<file path="src/rtl/mdu_pkg.sv">
// Shared types and constants for the iterative multiply/divide unit.
// The control unit imports op_t from here for its decode.
package mdu_pkg;

   localparam int MDU_WIDTH   = 8;
   localparam int MDU_LATENCY = MDU_WIDTH + 1;

   typedef enum logic [1:0] {
      MULLO = 2'b00,
      MULHI = 2'b01,
      DIVU  = 2'b10,
      REMU  = 2'b11
   } op_t;

   typedef enum logic [1:0] {
      IDLE = 2'b00,
      CALC = 2'b01,
      WB   = 2'b10
   } state_t;

   function automatic logic is_div(input op_t o);
      return (o == DIVU) || (o == REMU);
   endfunction

endpackage

</file>
<file path="src/rtl/seq_mul_div.sv">
// Iterative unsigned MUL/DIV unit between the register file read ports and its write port.
// One operation takes WIDTH CALC cycles plus one write-back cycle.
module seq_mul_div
   import mdu_pkg::*;
#(
   parameter int WIDTH = MDU_WIDTH,
   parameter int AW    = 3
) (
   input  logic             clk,
   input  logic             rst,
   input  logic             start,
   input  logic [1:0]       op,
   input  logic [WIDTH-1:0] a,
   input  logic [WIDTH-1:0] b,
   input  logic [AW-1:0]    dst,
   output logic             busy,
   output logic             done,
   output logic             dz,
   output logic [WIDTH-1:0] wd3,
   output logic [AW-1:0]    wa3,
   output logic             we3
);

   localparam int CW = $clog2(WIDTH) + 1;

   state_t             state_q, state_d;
   op_t                op_q, op_d;
   logic [WIDTH-1:0]   a_q, a_d;
   logic [WIDTH-1:0]   b_q, b_d;
   logic [AW-1:0]      dst_q, dst_d;
   logic [CW-1:0]      cnt_q, cnt_d;
   logic [2*WIDTH-1:0] prod_q, prod_d;
   logic [WIDTH:0]     rem_q, rem_d;
   logic [WIDTH-1:0]   quo_q, quo_d;

   logic               busy_q, busy_d;
   logic               done_q, done_d;
   logic               dz_q, dz_d;
   logic               we3_q, we3_d;
   logic [WIDTH-1:0]   wd3_q, wd3_d;
   logic [AW-1:0]      wa3_q, wa3_d;

   logic               last_s;
   logic [WIDTH-1:0]   addend_s;
   logic [WIDTH:0]     sum_s;
   logic [WIDTH+1:0]   trial_s;
   logic [WIDTH+1:0]   diff_s;
   logic [WIDTH-1:0]   result_s;

   assign last_s = (state_q == CALC) && (cnt_q == CW'(WIDTH - 1));

   // State register
   always_ff @(posedge clk or negedge rst) begin
      if (!rst) begin
         state_q <= IDLE;
      end else begin
         state_q <= state_d;
      end
   end

   // Next-state logic
   always_comb begin
      state_d = state_q;
      case (state_q)
         IDLE: begin
            if (start) begin
               state_d = CALC;
            end else begin
               state_d = IDLE;
            end
         end
         CALC: begin
            if (last_s) begin
               state_d = WB;
            end else begin
               state_d = CALC;
            end
         end
         WB:      state_d = IDLE;
         default: state_d = IDLE;
      endcase
   end

   // Operand capture, iteration counter and one shift-add / restoring-divide step
   always_comb begin
      op_d   = op_q;
      a_d    = a_q;
      b_d    = b_q;
      dst_d  = dst_q;
      cnt_d  = cnt_q;
      prod_d = prod_q;
      rem_d  = rem_q;
      quo_d  = quo_q;

      if (prod_q[0]) begin
         addend_s = a_q;
      end else begin
         addend_s = {WIDTH{1'b0}};
      end
      sum_s   = {1'b0, prod_q[2*WIDTH-1:WIDTH]} + {1'b0, addend_s};
      // A negative trial difference means the divisor does not fit: restore.
      trial_s = {rem_q, quo_q[WIDTH-1]};
      diff_s  = trial_s - {2'b00, b_q};

      if ((state_q == IDLE) && start) begin
         op_d   = op_t'(op);
         a_d    = a;
         b_d    = b;
         dst_d  = dst;
         cnt_d  = {CW{1'b0}};
         prod_d = {{WIDTH{1'b0}}, b};
         rem_d  = {(WIDTH+1){1'b0}};
         quo_d  = a;
      end else if (state_q == CALC) begin
         cnt_d = cnt_q + CW'(1);
         if (is_div(op_q)) begin
            if (diff_s[WIDTH+1]) begin
               rem_d = trial_s[WIDTH:0];
               quo_d = {quo_q[WIDTH-2:0], 1'b0};
            end else begin
               rem_d = diff_s[WIDTH:0];
               quo_d = {quo_q[WIDTH-2:0], 1'b1};
            end
         end else begin
            prod_d = {sum_s, prod_q[WIDTH-1:1]};
         end
      end else begin
         cnt_d = cnt_q;
      end
   end

   // Datapath registers
   always_ff @(posedge clk or negedge rst) begin
      if (!rst) begin
         op_q   <= MULLO;
         a_q    <= {WIDTH{1'b0}};
         b_q    <= {WIDTH{1'b0}};
         dst_q  <= {AW{1'b0}};
         cnt_q  <= {CW{1'b0}};
         prod_q <= {(2*WIDTH){1'b0}};
         rem_q  <= {(WIDTH+1){1'b0}};
         quo_q  <= {WIDTH{1'b0}};
      end else begin
         op_q   <= op_d;
         a_q    <= a_d;
         b_q    <= b_d;
         dst_q  <= dst_d;
         cnt_q  <= cnt_d;
         prod_q <= prod_d;
         rem_q  <= rem_d;
         quo_q  <= quo_d;
      end
   end

   // Output next-state; b==0 naturally yields all-ones quotient and remainder=a
   always_comb begin
      case (op_q)
         MULLO:   result_s = prod_d[WIDTH-1:0];
         MULHI:   result_s = prod_d[2*WIDTH-1:WIDTH];
         DIVU:    result_s = quo_d;
         REMU:    result_s = rem_d[WIDTH-1:0];
         default: result_s = {WIDTH{1'b0}};
      endcase

      busy_d = (state_d != IDLE);
      done_d = last_s;
      we3_d  = last_s && (dst_q != {AW{1'b0}});
      dz_d   = last_s && is_div(op_q) && (b_q == {WIDTH{1'b0}});
      if (last_s) begin
         wd3_d = result_s;
         wa3_d = dst_q;
      end else begin
         wd3_d = wd3_q;
         wa3_d = wa3_q;
      end
   end

   // Output registers
   always_ff @(posedge clk or negedge rst) begin
      if (!rst) begin
         busy_q <= 1'b0;
         done_q <= 1'b0;
         dz_q   <= 1'b0;
         we3_q  <= 1'b0;
         wd3_q  <= {WIDTH{1'b0}};
         wa3_q  <= {AW{1'b0}};
      end else begin
         busy_q <= busy_d;
         done_q <= done_d;
         dz_q   <= dz_d;
         we3_q  <= we3_d;
         wd3_q  <= wd3_d;
         wa3_q  <= wa3_d;
      end
   end

   assign busy = busy_q;
   assign done = done_q;
   assign dz   = dz_q;
   assign we3  = we3_q;
   assign wd3  = wd3_q;
   assign wa3  = wa3_q;

endmodule

</file>
<file path="config.mk">
export PLATFORM = sky130hd
export DESIGN_NAME = seq_mul_div
export DESIGN_NICKNAME = d
export VERILOG_FILES = /design/src/rtl/mdu_pkg.sv /design/src/rtl/seq_mul_div.sv
export SDC_FILE = /design/constraint.sdc
export NUM_CORES = 1
export LEC_CHECK = 0
export ABC_AREA = 1
export CELL_PAD_IN_SITES_DETAIL_PLACEMENT = 0
export CELL_PAD_IN_SITES_GLOBAL_PLACEMENT = 1
export CORE_MARGIN = 5
export CORE_UTILIZATION = 43
export DETAILED_ROUTE_END_ITERATION = 8
export GPL_TIMING_DRIVEN = 0
export PLACE_DENSITY_LB_ADDON = 0.1
export SYNTH_ARGS = -nofsm -noshare
export SYNTH_HDL_FRONTEND = slang
export SYNTH_SLANG_ARGS = --single-unit
export TNS_END_PERCENT = 100
</file>
<file path="constraint.sdc">
create_clock -name clk -period 2.5 [get_ports clk]
set_input_delay 0.25 -clock clk [delete_from_list [all_inputs] [get_ports clk]]
set_output_delay 0.25 -clock clk [all_outputs]
set_load 0.1 [all_outputs]
</file>
==> impl_results.md, run 1 <==
* Slew of the pin with the lowest slew margin at 0.980 ns
* CP max stage cell: dfrtp_1
* Antenna cell count at 0
* Antenna-violating nets left at 0
* Critical Path RT at 2.73 ns
* Cell Rows at 36
* Area leader, netlist: dfrtp_1
* Total GRT Usage at 20.3%
* Worst path arrival time at 2.54 ns
* Layout area overhead at 19.1%
* Worst Path Max Fanout at 10
* Worst path most repeated cell: nand2_1
* Core area at between 0.009 and 0.01 mm²
* Vias in the first global route at 3713
* Sequential area share after synthesis at roughly 44%
* R2R depth at 15
* Layout Cells excl Fill at 759
* CP Buf/Inv Count at 1
* Outcome: complete, no violations
* Dominant cell by count in the synthesized netlist: nand2_1
* Worst hold path type: input pin to asynchronous set/reset pin
* Layout cell share with drive strength beyond 1 at 7.83%
* Crit start category: flip-flop
* Critical path's top delay family: simple AND/OR/NAND/NOR gates
* RR Startpoint: rem_q[3]
* Ratio of final minimum period to clock period at 92.3%
* Max Slew Vio Count at 0
* Setup TNS at 0 ns
* Vias at 3705
* Worst-Skew Late Latency at between 0.3 and 0.4 ns
* Clock root buffer: clkbuf_8
* Worst path cell trace: ha_1 -> nand2_2 -> inv_1 -> nand2_1 -> nand2_1 -> nand2_1 -> nand3_2 -> nand2_4 -> nand3_1 -> nand2_1 -> nand2_1 -> a21oi_1 -> nand2_1 -> nand2_1 -> nand2_1
* CTS tree: yes
* Setup slack, reg-to-reg at 0.19 ns
* Top FF cell, synth: dfrtp_1
* H-tree levels at 3
* Setup Skew at 0.0110 ns
* Via density at roughly 4.9
* Io pins at 39
* Max Cap Viol at 0
* WHS at approximately 0.43 ns
* First-pass DRT Iterations at 5
* Final Hold Vio Count at 0
* Syn nets at 611
* Post-synth EDFFs at 0
* Final setup fails at 0
* Initial Utilization at between 40% and 50%
* DRC at 0
* CTS Buf Count at 9
* Asr flop ratio synth at 100%
* Clk sinks at 75
* Final Wtd Congestion at 0.846
* Crit-path max cell delay at roughly 0.43 ns
* Die height at 110 µm
* Synthesized instance count at 568
* RSZ-0062 raised after global routing: no
* FF-to-FF End: wd3[0]
* WL/cell at ~15 µm
* Buffers on Ports at 38
* DRT Wirelength at 11300 µm
* Yosys Warn Count at 0
* Slew HR at 34.5%
* Top cells by area, synth: dfrtp_1 (44%), nand2_1 (13%), inv_1 (9.4%)
* CP Capture Type: flip-flop
* DP HPWL at about 8700 µm
* Placed cell count at 740
* Max Fclk at 433 MHz
* Worst-path clk slew at about 0.08 ns
* Drt initial violations at 211
* Post-Syn Area at ~0.0043 mm²
* Die X at 110 µm
* Top-area cell type share of the netlist area at 43.5%
* CTS max path bufs at 2
* #FFs+latches synth at 75
* Syn_area_per_cell at 7.60 µm²
* Global route total overflow at 0
* Largest net degree at the start of global routing at 39
* Tmin final at between 2 and 2.5 ns
* Initial antenna violation count at 0
* Synth top cells by count: nand2_1 (148), inv_1 (108), dfrtp_1 (75)
* First-pass GRT wire length at roughly 19000 µm
* Die area at 0.0121 mm²
* Nets at ~660
* Critical path class: flip-flop to flip-flop
* Yosys cell types at 37
==> how the worst max path moves through the flow <==
stage	startpoint	endpoint	slack [ns]	depth (start not counted)
after CTS	prod_q[0]	wd3[5]	0.10	16
after global placement	rst	wa3[1]	-1.58	1
after global routing	prod_q[0]	wd3[5]	0.009	16
final	rem_q[3]	wd3[0]	0.19	15
after floorplan	prod_q[0]	wd3[5]	0.40	17
after detailed placement	prod_q[0]	wd3[5]	-0.006	17
==> per-layer routing <==
metal  vias up  routed length, µm  global-route usage, %
li1       1897                  -                      -
met3        11                486                   3.38
met2        76               4840                   30.7
met5         -                  0                      0
met1      1721               5800                   30.0
met4         0                153                   5.45
==> placed cells by master, fill, tap and decap left out, drive strengths merged <==
cell type / synthesis / routed
a21boi: 1 / 1
a21o: 1 / 1
a21oi: 33 / 33
a31oi: 4 / 4
buf: 12 / 17
bufinv: 0 / 2
clkbuf: 4 / 15
clkdlybuf4s50: 0 / 37
clkinv: 0 / 1
clkinvlp: 0 / 1
dfrtp: 75 / 75
dlygate4sd3: 0 / 1
fa: 2 / 2
ha: 17 / 17
inv: 111 / 111
mux2i: 2 / 2
nand2: 151 / 151
nand3: 45 / 45
nand3b: 1 / 1
nand4: 5 / 5
nor2: 23 / 23
nor3: 1 / 1
nor4: 1 / 1
o211ai: 2 / 2
o21a: 3 / 3
o21ai: 50 / 50
o21bai: 10 / 10
or2: 5 / 5
xnor2: 4 / 4
xor2: 5 / 5
==> cells by family (layout without fill, tap and decap cells) <==
group	after synthesis	count (layout)	synth area share, %
AND/OR/NAND/NOR	232	232	23.6
buffers and inverters	127	185	11.5
AO/OA/AOI/OAI	104	104	13.3
flip-flops	75	75	43.5
adder cells (fa/ha/maj)	19	19	5.86
XOR/XNOR	9	9	1.83
multiplexers	2	2	0.464
==> sequential cells by signal, indices dropped and copies added, names as in the netlist, 3 cells and up <==
register	flops
cnt_q	4
quo_q	8
a_q	8
wa3	3
b_q	8
dst_q	3
wd3	8
rem_q	9
prod_q	16
==> metrics by stage <==
step	setup WS, ns	util, %	instance area [µm²]
after floorplan	0.398	-	4310
after detailed placement	-0.00568	49.9	4880
after CTS	0.102	52.3	5110
after global routing	0.00927	52.6	5140
final	0.193	52.6	5140
after global placement	-1.58	49.7	4860
==> worst reg2reg max path, cell delays in order (launching register included) <==
cell,delay (ns)
dfrtp_1,0.43
ha_1,0.37
nand2_2,0.12
inv_1,0.04
nand2_1,0.08
nand2_1,0.05
nand2_1,0.14
nand3_2,0.10
nand2_4,0.14
nand3_1,0.14
nand2_1,0.09
nand2_1,0.07
a21oi_1,0.20
nand2_1,0.08
nand2_1,0.08
nand2_1,0.05
==> repair_timing <==
item | CTS | global route
setup buffers | 0 | 3
setup endpoints to repair | 1 | 6
hold buffers | 1 | 0
resized for setup | 0 | 2
hold endpoints to repair | 37 | 0
pin swaps | 0 | 0
==> area by class of cell <==
type / instances / area, µm²
tap: 133 / 166
sequential: 75 / 1880
clock inverter: 4 / 72.6
inverter: 111 / 417
multi-input combinational: 366 / 1950
buffer: 15 / 73.8
clock buffer: 12 / 155
timing repair buffer: 43 / 430
fill: 999 / 4630
Power of run 1 is left out: the tool's default activity adds up to more than one toggle a clock period on the data nets, which glitch-free logic cannot reach.
==> run 2: changes to the inputs <==
- PLACE_DENSITY: not set -> 0.89
- PLACE_DENSITY_LB_ADDON: 0.1 -> not set
==> impl_results.md, run 2 (synthesized netlist as in run 1, its figures left out) <==
* Metal-1 WL at 5080 µm (was 5800 µm)
* FILL cells at 967 (was 999)
* Sequential cell area at 0.00188 mm² (unchanged)
* Critical path's top delay family: simple AND/OR/NAND/NOR gates (unchanged)
* Antenna-violating nets left at 0 (unchanged)
* CTS Buf Count at 9 (unchanged)
* Io pins at 39 (unchanged)
* Crit-path max cell delay at 0.43 ns (about the same)
* Worst path arrival time at 2.53 ns (was 2.54 ns)
* Via density at 5.02 (was 4.88)
* Core area at 0.00977 mm² (unchanged)
* CP max stage cell: dfrtp_2 (was dfrtp_1)
* Final Hold Vio Count at 0 (unchanged)
* Worst-Skew Late Latency at 0.35 ns (was 0.34 ns)
* Max Cap Viol at 0 (unchanged)
* Commonest non-fill, non-tap cell in the layout: nand2_1 (unchanged)
* CTS tree: yes (unchanged)
* Area of the multi-input gates at 0.00194 mm² (was 0.00195 mm²)
* Worst Setup SP: prod_q[0] (was rem_q[3])
* Layout cell share with drive strength beyond 1 at 7.53% (was 7.83%)
* Critical Path RT at 2.75 ns (was 2.73 ns)
* CP Buf/Inv Count at 3 (was 1)
* Max Fclk at 438 MHz (was 433 MHz)
* Die height at 110 µm (unchanged)
* Initial Utilization at 44.1% (unchanged)
* Worst path cell trace: nand2_1 -> inv_1 -> ha_1 -> inv_1 -> fa_1 -> inv_1 -> nand4_1 -> o211ai_1 -> xnor2_1 -> nand2_1 -> nand2_1 -> nand2_1 -> nand2_1 -> nand2_1 -> nand2_1 -> nand2_1 (was ha_1 -> nand2_2 -> inv_1 -> nand2_1 -> nand2_1 -> nand2_1 -> nand3_2 -> nand2_4 -> nand3_1 -> nand2_1 -> nand2_1 -> a21oi_1 -> nand2_1 -> nand2_1 -> nand2_1)
* Antenna cell count at 0 (unchanged)
* Vias in the first global route at 3768 (was 3713)
* H-tree levels at 3 (unchanged)
* Largest regs: prod_q (16), rem_q (9) (unchanged)
* Clk sinks at 75 (unchanged)
* Buffers on Ports at 38 (unchanged)
* Worst Path Max Fanout at 6 (was 10)
* Setup Skew at 0.00888 ns (was 0.0110 ns)
* Layout area overhead at 19.1% (about the same)
* First-pass DRT Iterations at 4 (was 5)
* Clock root buffer: clkbuf_8 (unchanged)
* Nets at 662 (was 664)
* Cell Rows at 36 (unchanged)
* Die X at 110 µm (unchanged)
* WL/cell at 14.6 µm (was 14.9 µm)
* DP HPWL at 8440 µm (was 8690 µm)
* Worst hold path type: input pin to asynchronous set/reset pin (unchanged)
* Global route total overflow at 0 (unchanged)
* Top layer in use: met4 (unchanged)
* Vias at 3798 (was 3705)
* Largest register FFs at 16 (unchanged)
* Tmin final at 2.28 ns (was 2.31 ns)
* Drt initial violations at 251 (was 211)
* Worst-path clk slew at 0.09 ns (was 0.08 ns)
* DR WL met3 at 547 µm (was 486 µm)
* Final Wtd Congestion at 0.912 (was 0.846)
* Max Slew Vio Count at 0 (unchanged)
* Largest net degree at the start of global routing at 66 (was 39)
* DRT Wirelength at 11100 µm (was 11300 µm)
* DRC at 0 (unchanged)
* First-pass GRT wire length at 18700 µm (was 18800 µm)
* Placed cell count at 740 (unchanged)
* RR Startpoint: prod_q[0] (was rem_q[3])
* Slew HR at 33.4% (was 34.5%)
* Worst path most repeated cell: nand2_1 (unchanged)
* Final setup fails at 0 (unchanged)
* Setup slack, reg-to-reg at 0.22 ns (was 0.19 ns)
* Most frequent cells in the layout: nand2_1 (148), inv_1 (108), dfrtp_1 (74) (unchanged)
* CTS max path bufs at 2 (unchanged)
* Ratio of final minimum period to clock period at 91.4% (was 92.3%)
* Met2 routed WL at 5160 µm (was 4840 µm)
* Top reg by flops: prod_q (unchanged)
* Layout Cells excl Fill at 757 (was 759)
* FF-to-FF End: wd3[5] (was wd3[0])
* Outcome: complete, no violations (unchanged)
* Crit start category: flip-flop (unchanged)
* Critical path class: flip-flop to flip-flop (unchanged)
* CP Capture Type: flip-flop (unchanged)
* Initial antenna violation count at 0 (unchanged)
* R2R depth at 16 (was 15)
* Slew of the pin with the lowest slew margin at 0.996 ns (was 0.980 ns)
* Die area at 0.0121 mm² (unchanged)
* Total GRT Usage at 20.1% (was 20.3%)
[run 2: layout make-up]
type / count / area share [%]
Buffer: 15 / 1.44
Clock buffer: 10 / 2.68
Clock inverter: 6 / 1.90
Inverter: 111 / 8.11
Multi-Input combinational cell: 366 / 37.8
Sequential cell: 75 / 36.6
Tap cell: 133 / 3.24
Timing Repair Buffer: 41 / 8.23
[run 2: routing by layer]
layer	track usage, %	up-vias
met2	31.2	100
li1	-	1893
met4	8.36	0
met1	27.4	1779
met3	4.02	26
met5	0	-
[run 2: stage by stage]
| stage | setup slack, ns | setup TNS, ns | util [%] | hold slack (ns) | area, µm² |
|---|---|---|---|---|---|
| 2_1_floorplan | 0.398 | 0 | - | -0.0456 | 4310 |
| 3_3_place_gp | -1.43 | -107.24 | 49.7 | 0.464 | 4860 |
| 3_5_place_dp | -0.0499 | -0.0544 | 50.0 | 0.108 | 4890 |
| 4_1_cts | 0.0856 | 0 | 52.5 | 0.254 | 5130 |
| 5_1_grt | -0.0199 | -0.0199 | 52.5 | 0.269 | 5140 |
| 6_report | 0.216 | 0 | 52.5 | 0.274 | 5140 |
[run 2: how the worst max path moves through the flow]
stage,end,cells after the start
3_3_place_gp,prod_q[12],1
5_1_grt,wd3[5],16
3_5_place_dp,wd3[5],17
2_1_floorplan,wd3[5],17
6_report,wd3[5],16
4_1_cts,wd3[5],16
[run 2: timing repair]
action / in CTS / in global routing
hold buffers: 1 / 0
endpoints found under the hold margin: 10 / 0
setup endpoints to repair: 2 / 3
gates resized for setup: 0 / 1
cloned: 0 / 0
setup buffers: 0 / 1
Power of run 2 is left out for the same reason.
==> run 3: changes to the inputs <==
- SKIP_CTS_REPAIR_TIMING: not set -> 1
==> impl_results.md, run 3 (synthesized netlist as in run 1, its figures left out) <==
* CP Capture Type: flip-flop (unchanged)
* H-tree levels at 3 (unchanged)
* Core area at 0.00977 mm² (unchanged)
* Worst Path Max Fanout at 5 (was 6)
* Io pins at 39 (unchanged)
* Initial antenna violation count at 0 (unchanged)
* CTS Buf Count at 9 (unchanged)
* CP Buf/Inv Count at 2 (was 3)
* Max Cap Viol at 0 (unchanged)
* Largest register FFs at 16 (unchanged)
* Buffers on Ports at 38 (unchanged)
* Nets at 662 (unchanged)
* Initial Utilization at 44.1% (unchanged)
* DRC at 0 (unchanged)
* Clock root buffer: clkbuf_8 (unchanged)
* Final setup fails at 0 (unchanged)
* Crit start category: flip-flop (unchanged)
* Global route total overflow at 0 (unchanged)
* Critical Path RT at 2.75 ns (about the same)
* Worst-Skew Late Latency at 0.35 ns (about the same)
* Worst path most repeated cell: nand2_1 (unchanged)
* Worst path arrival time at 2.51 ns (was 2.53 ns)
* Worst hold path type: input pin to asynchronous set/reset pin (unchanged)
* Commonest non-fill, non-tap cell in the layout: nand2_1 (unchanged)
* Placed cell count at 740 (unchanged)
* Sequential cell area at 0.00188 mm² (unchanged)
* Ratio of final minimum period to clock period at 90.4% (was 91.4%)
* First-pass GRT wire length at 18700 µm (about the same)
* Final Hold Vio Count at 0 (unchanged)
* WL/cell at 14.6 µm (about the same)
* Top reg by flops: prod_q (unchanged)
* FILL cells at 963 (was 967)
* Largest regs: prod_q (16), rem_q (9) (unchanged)
* WHS at 0.261 ns (was 0.274 ns)
* Slew HR at 33.4% (about the same)
* Most frequent cells in the layout: nand2_1 (148), inv_1 (108), dfrtp_1 (74) (unchanged)
* CTS tree: yes (unchanged)
* Vias in the first global route at 3759 (was 3768)
* Drt initial violations at 279 (was 251)
* CTS max path bufs at 2 (unchanged)
* Worst path cell trace: buf_4 -> nand2_1 -> inv_1 -> ha_1 -> a21o_1 -> a21boi_0 -> nand2_1 -> a21oi_1 -> o21ai_0 -> nand3_1 -> nand3_1 -> nand2_1 -> nand2_1 (was nand2_1 -> inv_1 -> ha_1 -> inv_1 -> fa_1 -> inv_1 -> nand4_1 -> o211ai_1 -> xnor2_1 -> nand2_1 -> nand2_1 -> nand2_1 -> nand2_1 -> nand2_1 -> nand2_1 -> nand2_1)
* Largest net degree at the start of global routing at 66 (unchanged)
* Die height at 110 µm (unchanged)
* CP max stage cell: dfrtp_2 (unchanged)
* Layout Cells excl Fill at 757 (unchanged)
* DRT Wirelength at 11000 µm (was 11100 µm)
* Setup Skew at 0.00801 ns (was 0.00888 ns)
* Outcome: complete, no violations (unchanged)
* Crit-path max cell delay at 0.45 ns (was 0.43 ns)
* Antenna cell count at 0 (unchanged)
* Setup slack, reg-to-reg at 0.24 ns (was 0.22 ns)
* Critical path's top delay family: compound AO/OA/AOI/OAI gates (was simple AND/OR/NAND/NOR gates)
* Via density at 4.96 (was 5.02)
* Tmin final at 2.26 ns (was 2.28 ns)
* Cell Rows at 36 (unchanged)
* Worst-path clk slew at 0.08 ns (was 0.09 ns)
* DP HPWL at 8440 µm (unchanged)
* Total GRT Usage at 20.1% (about the same)
* Vias at 3758 (was 3798)
* Max Fclk at 442 MHz (was 438 MHz)
* Antenna-violating nets left at 0 (unchanged)
* Clk sinks at 75 (unchanged)
* RSZ-0062 raised after global routing: no
* Max Slew Vio Count at 0 (unchanged)
* Layout area overhead at 19.1% (unchanged)
* Final Wtd Congestion at 0.912 (unchanged)
* Critical path class: flip-flop to flip-flop (unchanged)
* Die X at 110 µm (unchanged)
* Layout cell share with drive strength beyond 1 at 7.53% (unchanged)
* Die area at 0.0121 mm² (unchanged)
* Slew of the pin with the lowest slew margin at 0.995 ns (was 0.996 ns)
* First-pass DRT Iterations at 4 (unchanged)
* Area of the multi-input gates at 0.00194 mm² (unchanged)
-- run 3: cell counts in the layout (fill, tap and decap cells not counted) --
Identical to the previous run, type by type.
-- run 3: final timing paths --
| kind | cells past startpoint | startpoint | to |
|---|---|---|---|
| min in group clk | 3 | dst[0] | dst_q[0] |
| setup reg to reg | 13 | prod_q[0] | wd3[6] |
| hold reg to reg | 2 | a_q[2] | a_q[2] |
| hold / removal | 2 | rst | wa3[2] |
| setup / recovery | 13 | prod_q[0] | wd3[6] |
| max in group asynchronous | 3 | rst | prod_q[0] |
-- run 3: final cells by class --
cell class	instances	share of cell area (%)
Multi-Input combinational cell	366	37.8
Sequential cell	75	36.6
Buffer	15	1.44
Clock inverter	6	1.90
Clock buffer	10	2.68
Inverter	111	8.11
Timing Repair Buffer	41	8.23
Tap cell	133	3.24
-- run 3: routing by layer --
layer | routed length (µm) | GRT usage, %
met3 | 531 | 4.02
met4 | 311 | 8.36
met5 | 0 | 0
met1 | 5050 | 27.5
met2 | 5150 | 31.1
-- run 3: worst reg2reg max path, cell delays in order, from the launching register on --
cell,delay (ns)
dfrtp_2,0.45
buf_4,0.16
nand2_1,0.05
inv_1,0.05
ha_1,0.31
a21o_1,0.20
a21boi_0,0.17
nand2_1,0.12
a21oi_1,0.13
o21ai_0,0.12
nand3_1,0.10
nand3_1,0.13
nand2_1,0.10
nand2_1,0.05
-- run 3: stage by stage --
step | area (µm²) | setup slack [ns] | utilization (%) | TNS [ns]
global route | 5140 | 0.00392 | 52.5 | 0
floorplan | 4310 | 0.398 | - | 0
CTS | 5120 | -0.0563 | 52.4 | -0.0719
detailed placement | 4890 | -0.0499 | 50.0 | -0.0544
global placement | 4860 | -1.43 | 49.7 | -107.24
finish | 5140 | 0.239 | 52.5 | 0
Power of run 3 is left out for the same reason.
==> variant (flow settings as in run 3) <==
Register the input `start` before use, without a reset. The logic sees it one clock later. The other inputs are not delayed to match.
--- a/src/rtl/seq_mul_div.sv
+++ b/src/rtl/seq_mul_div.sv
@@ -23,6 +23,12 @@
 
    localparam int CW = $clog2(WIDTH) + 1;
 
+   logic start_q;
+
+   always_ff @(posedge clk) begin
+      start_q <= start;
+   end
+
    state_t             state_q, state_d;
    op_t                op_q, op_d;
    logic [WIDTH-1:0]   a_q, a_d;
@@ -63,7 +69,7 @@
       state_d = state_q;
       case (state_q)
          IDLE: begin
-            if (start) begin
+            if (start_q) begin
                state_d = CALC;
             end else begin
                state_d = IDLE;
@@ -102,7 +108,7 @@
       trial_s = {rem_q, quo_q[WIDTH-1]};
       diff_s  = trial_s - {2'b00, b_q};
 
-      if ((state_q == IDLE) && start) begin
+      if ((state_q == IDLE) && start_q) begin
          op_d   = op_t'(op);
          a_d    = a;
          b_d    = b;
Check against the original RTL: not equivalent (a bounded check fails within 4 cycles, from zero or initial values and one cycle with rst low).
==> variant against run 3 <==
Synthesized area grew 3.2%. Utilization shrank 1.3 points. Sequential cell count grew 1. Wire length grew 1.9%. Worst setup slack gained 2.1 ps. First-iteration DRC count shrank 21%. Global-route usage shrank 1.4 points. Non-clock buffer count shrank 2. Cell area grew 2.2%. Critical path type unchanged. Critical endpoint is now wd3[7]. Largest cell class unchanged.
Power is left out: the tool's default activity adds up to more than one toggle a clock period on the data nets, which glitch-free logic cannot reach.
==> variant: results (changes against run 3) <==
* Count of routing violations after the opening detailed-route iteration at 221 (was 279)
* Wire length of the first global-routing pass at 18,800 um (was 18,700 um)
* Final Routed Wirelength at 11,300 um (was 11,000 um)
* Latest clock arrival within the worst-skew pair at 350 ps (about the same)
* Detailed-placement wirelength estimate at 8700 um (was 8440 um)
* Clock-pin slew on the worst setup and hold paths at 80 ps (about the same)
* Htree depth at 3 (unchanged)
* Leading register cell type out of synthesis: sky130_fd_sc_hd__dfrtp_1 (unchanged)
* Worst reg2reg setup slack at 240 ps
* Max clock buf depth at 2 (unchanged)
* Yosys synthesis warning count at 0 (unchanged)
* Proportion of synthesized chip area in sequential cells at 42.6% (was 43.5%)
* Top flop regs: prod_q: 16 flops, rem_q: 9 flops (unchanged)
* Worst EP arrival at 2540 ps (was 2510 ps)
* Diodes inserted at 0 (unchanged)
* Number of unique standard cell types used by synthesis at 37 (unchanged)
* Status: completed (unchanged)
* Clock Tree Root: sky130_fd_sc_hd__clkbuf_8 (unchanged)
* Maximum cell stage delay along the critical path at 450 ps (about the same)
* Inserted Clock Buffers at 9 (unchanged)
* Layout cells sized above 1 at 7.98% (was 7.53%)
* Number of nets in the finished design at 691 (was 662)
* Top cell types by occurrence after synthesis: sky130_fd_sc_hd__nand2_1 (175), sky130_fd_sc_hd__inv_1 (103), sky130_fd_sc_hd__dfrtp_1 (75) (was sky130_fd_sc_hd__nand2_1 (148), sky130_fd_sc_hd__inv_1 (108), sky130_fd_sc_hd__dfrtp_1 (75))
* Biggest area contributors in the synthesized netlist: sky130_fd_sc_hd__dfrtp_1 (42%), sky130_fd_sc_hd__nand2_1 (15%), sky130_fd_sc_hd__inv_1 (8.7%) (was sky130_fd_sc_hd__dfrtp_1 (44%), sky130_fd_sc_hd__nand2_1 (13%), sky130_fd_sc_hd__inv_1 (9.4%))
* Pin count of the biggest net entering global routing at 51 (was 66)
* Asr flop ratio synth at 98.7% (was 100%)
* Combined global-route utilization of all metal layers at 18.7% (was 20.1%)
* Placed cell area at 0.00503 sq mm (was 0.00489 sq mm)
* Final setup skew at 11.7 ps (was 8.01 ps)
* Number of antenna violations at the first check in global routing at 0 (unchanged)
* Min-delay worst type: input pin to flip-flop (was input pin to async pin)
* Antenna-violating nets left at 0 (unchanged)
* Vias/cell at 4.89 (was 4.96)
* Global placer's final weighted congestion at 0.881 (was 0.912)
* TritonRoute pass-1 iters at 5 (was 4)
* Number of nets produced by synthesis at 641 (was 611)
* Total congestion overflow at 0 (unchanged)
* Top delay family on crit path: simple AND/OR/NAND/NOR gates (was compound AO/OA/AOI/OAI gates)
* Actual transition at the worst max-transition pin at 986 ps (was 995 ps)
* IO buf count at 38 (unchanged)
* Via count of the first global-routing pass at 3,840 (was 3,759)
* Max FO, Critical Path at 9 (was 5)
* Slowest-stage cell, CP: sky130_fd_sc_hd__dfrtp_2 (unchanged)
* Post-synth EDFFs at 0 (unchanged)
## variant: metrics by stage
| stage | hold WS [ps] | setup TNS [ps] | instances | setup WS [ps] |
|---|---|---|---|---|
| finish | 348 | 0 | 788 | 242 |
| floorplan | -45.6 | 0 | 598 | 409 |
| CTS | -183 | -6.75 | 788 | -6.28 |
| global route | 322 | 0 | 788 | 42.2 |
| detailed placement | 194 | 0 | 773 | 1.33 |
| global placement | 459 | -111290 | 772 | -1490 |
## variant: final cells by class
type | count | area (sq um)
plain buffers | 14 | 71.3
clock buffers | 9 | 124
clock inverters | 6 | 90.1
fillers | 968 | 4980
inverters | 112 | 420
multi-input cells | 395 | 2060
flip-flops and latches | 76 | 1900
well taps | 136 | 170
repair buffers | 40 | 415
## variant: path summary, 6_finish.rpt
check	from	end	cells past startpoint
min in group asynchronous	rst	prod_q[11]	2
worst max-delay path	prod_q[0]	wd3[7]	17
worst min register to register	wd3[6]	wd3[6]	2
max in group asynchronous	rst	prod_q[0]	3
worst min-delay path	start	start_q	1
worst max register to register	prod_q[0]	wd3[7]	17
## variant: cells by family (layout without fill, tap and decap cells)
| kind of cell | count (synthesis) | after routing | share of synthesized area, % |
|---|---|---|---|
| xor gates and xnor gates | 9 | 9 | 1.77 |
| AOI/OAI and AO/OA | 97 | 97 | 11.8 |
| buffers and inverters | 127 | 181 | 11.1 |
| and+or+nand+nor | 269 | 269 | 26.8 |
| adders and majority gates | 19 | 19 | 5.68 |
| DFF | 76 | 76 | 42.6 |
| muxes | 1 | 1 | 0.225 |
## variant: per-layer routing
metal  share of wire, %  vias up  global-route usage (%)
li1                   -     1968                       -
met1                 47     1800                    25.8
met2                 46       68                    29.8
met3                4.2       16                    3.21
met4                2.1        0                    6.16
met5                  0        -                       0
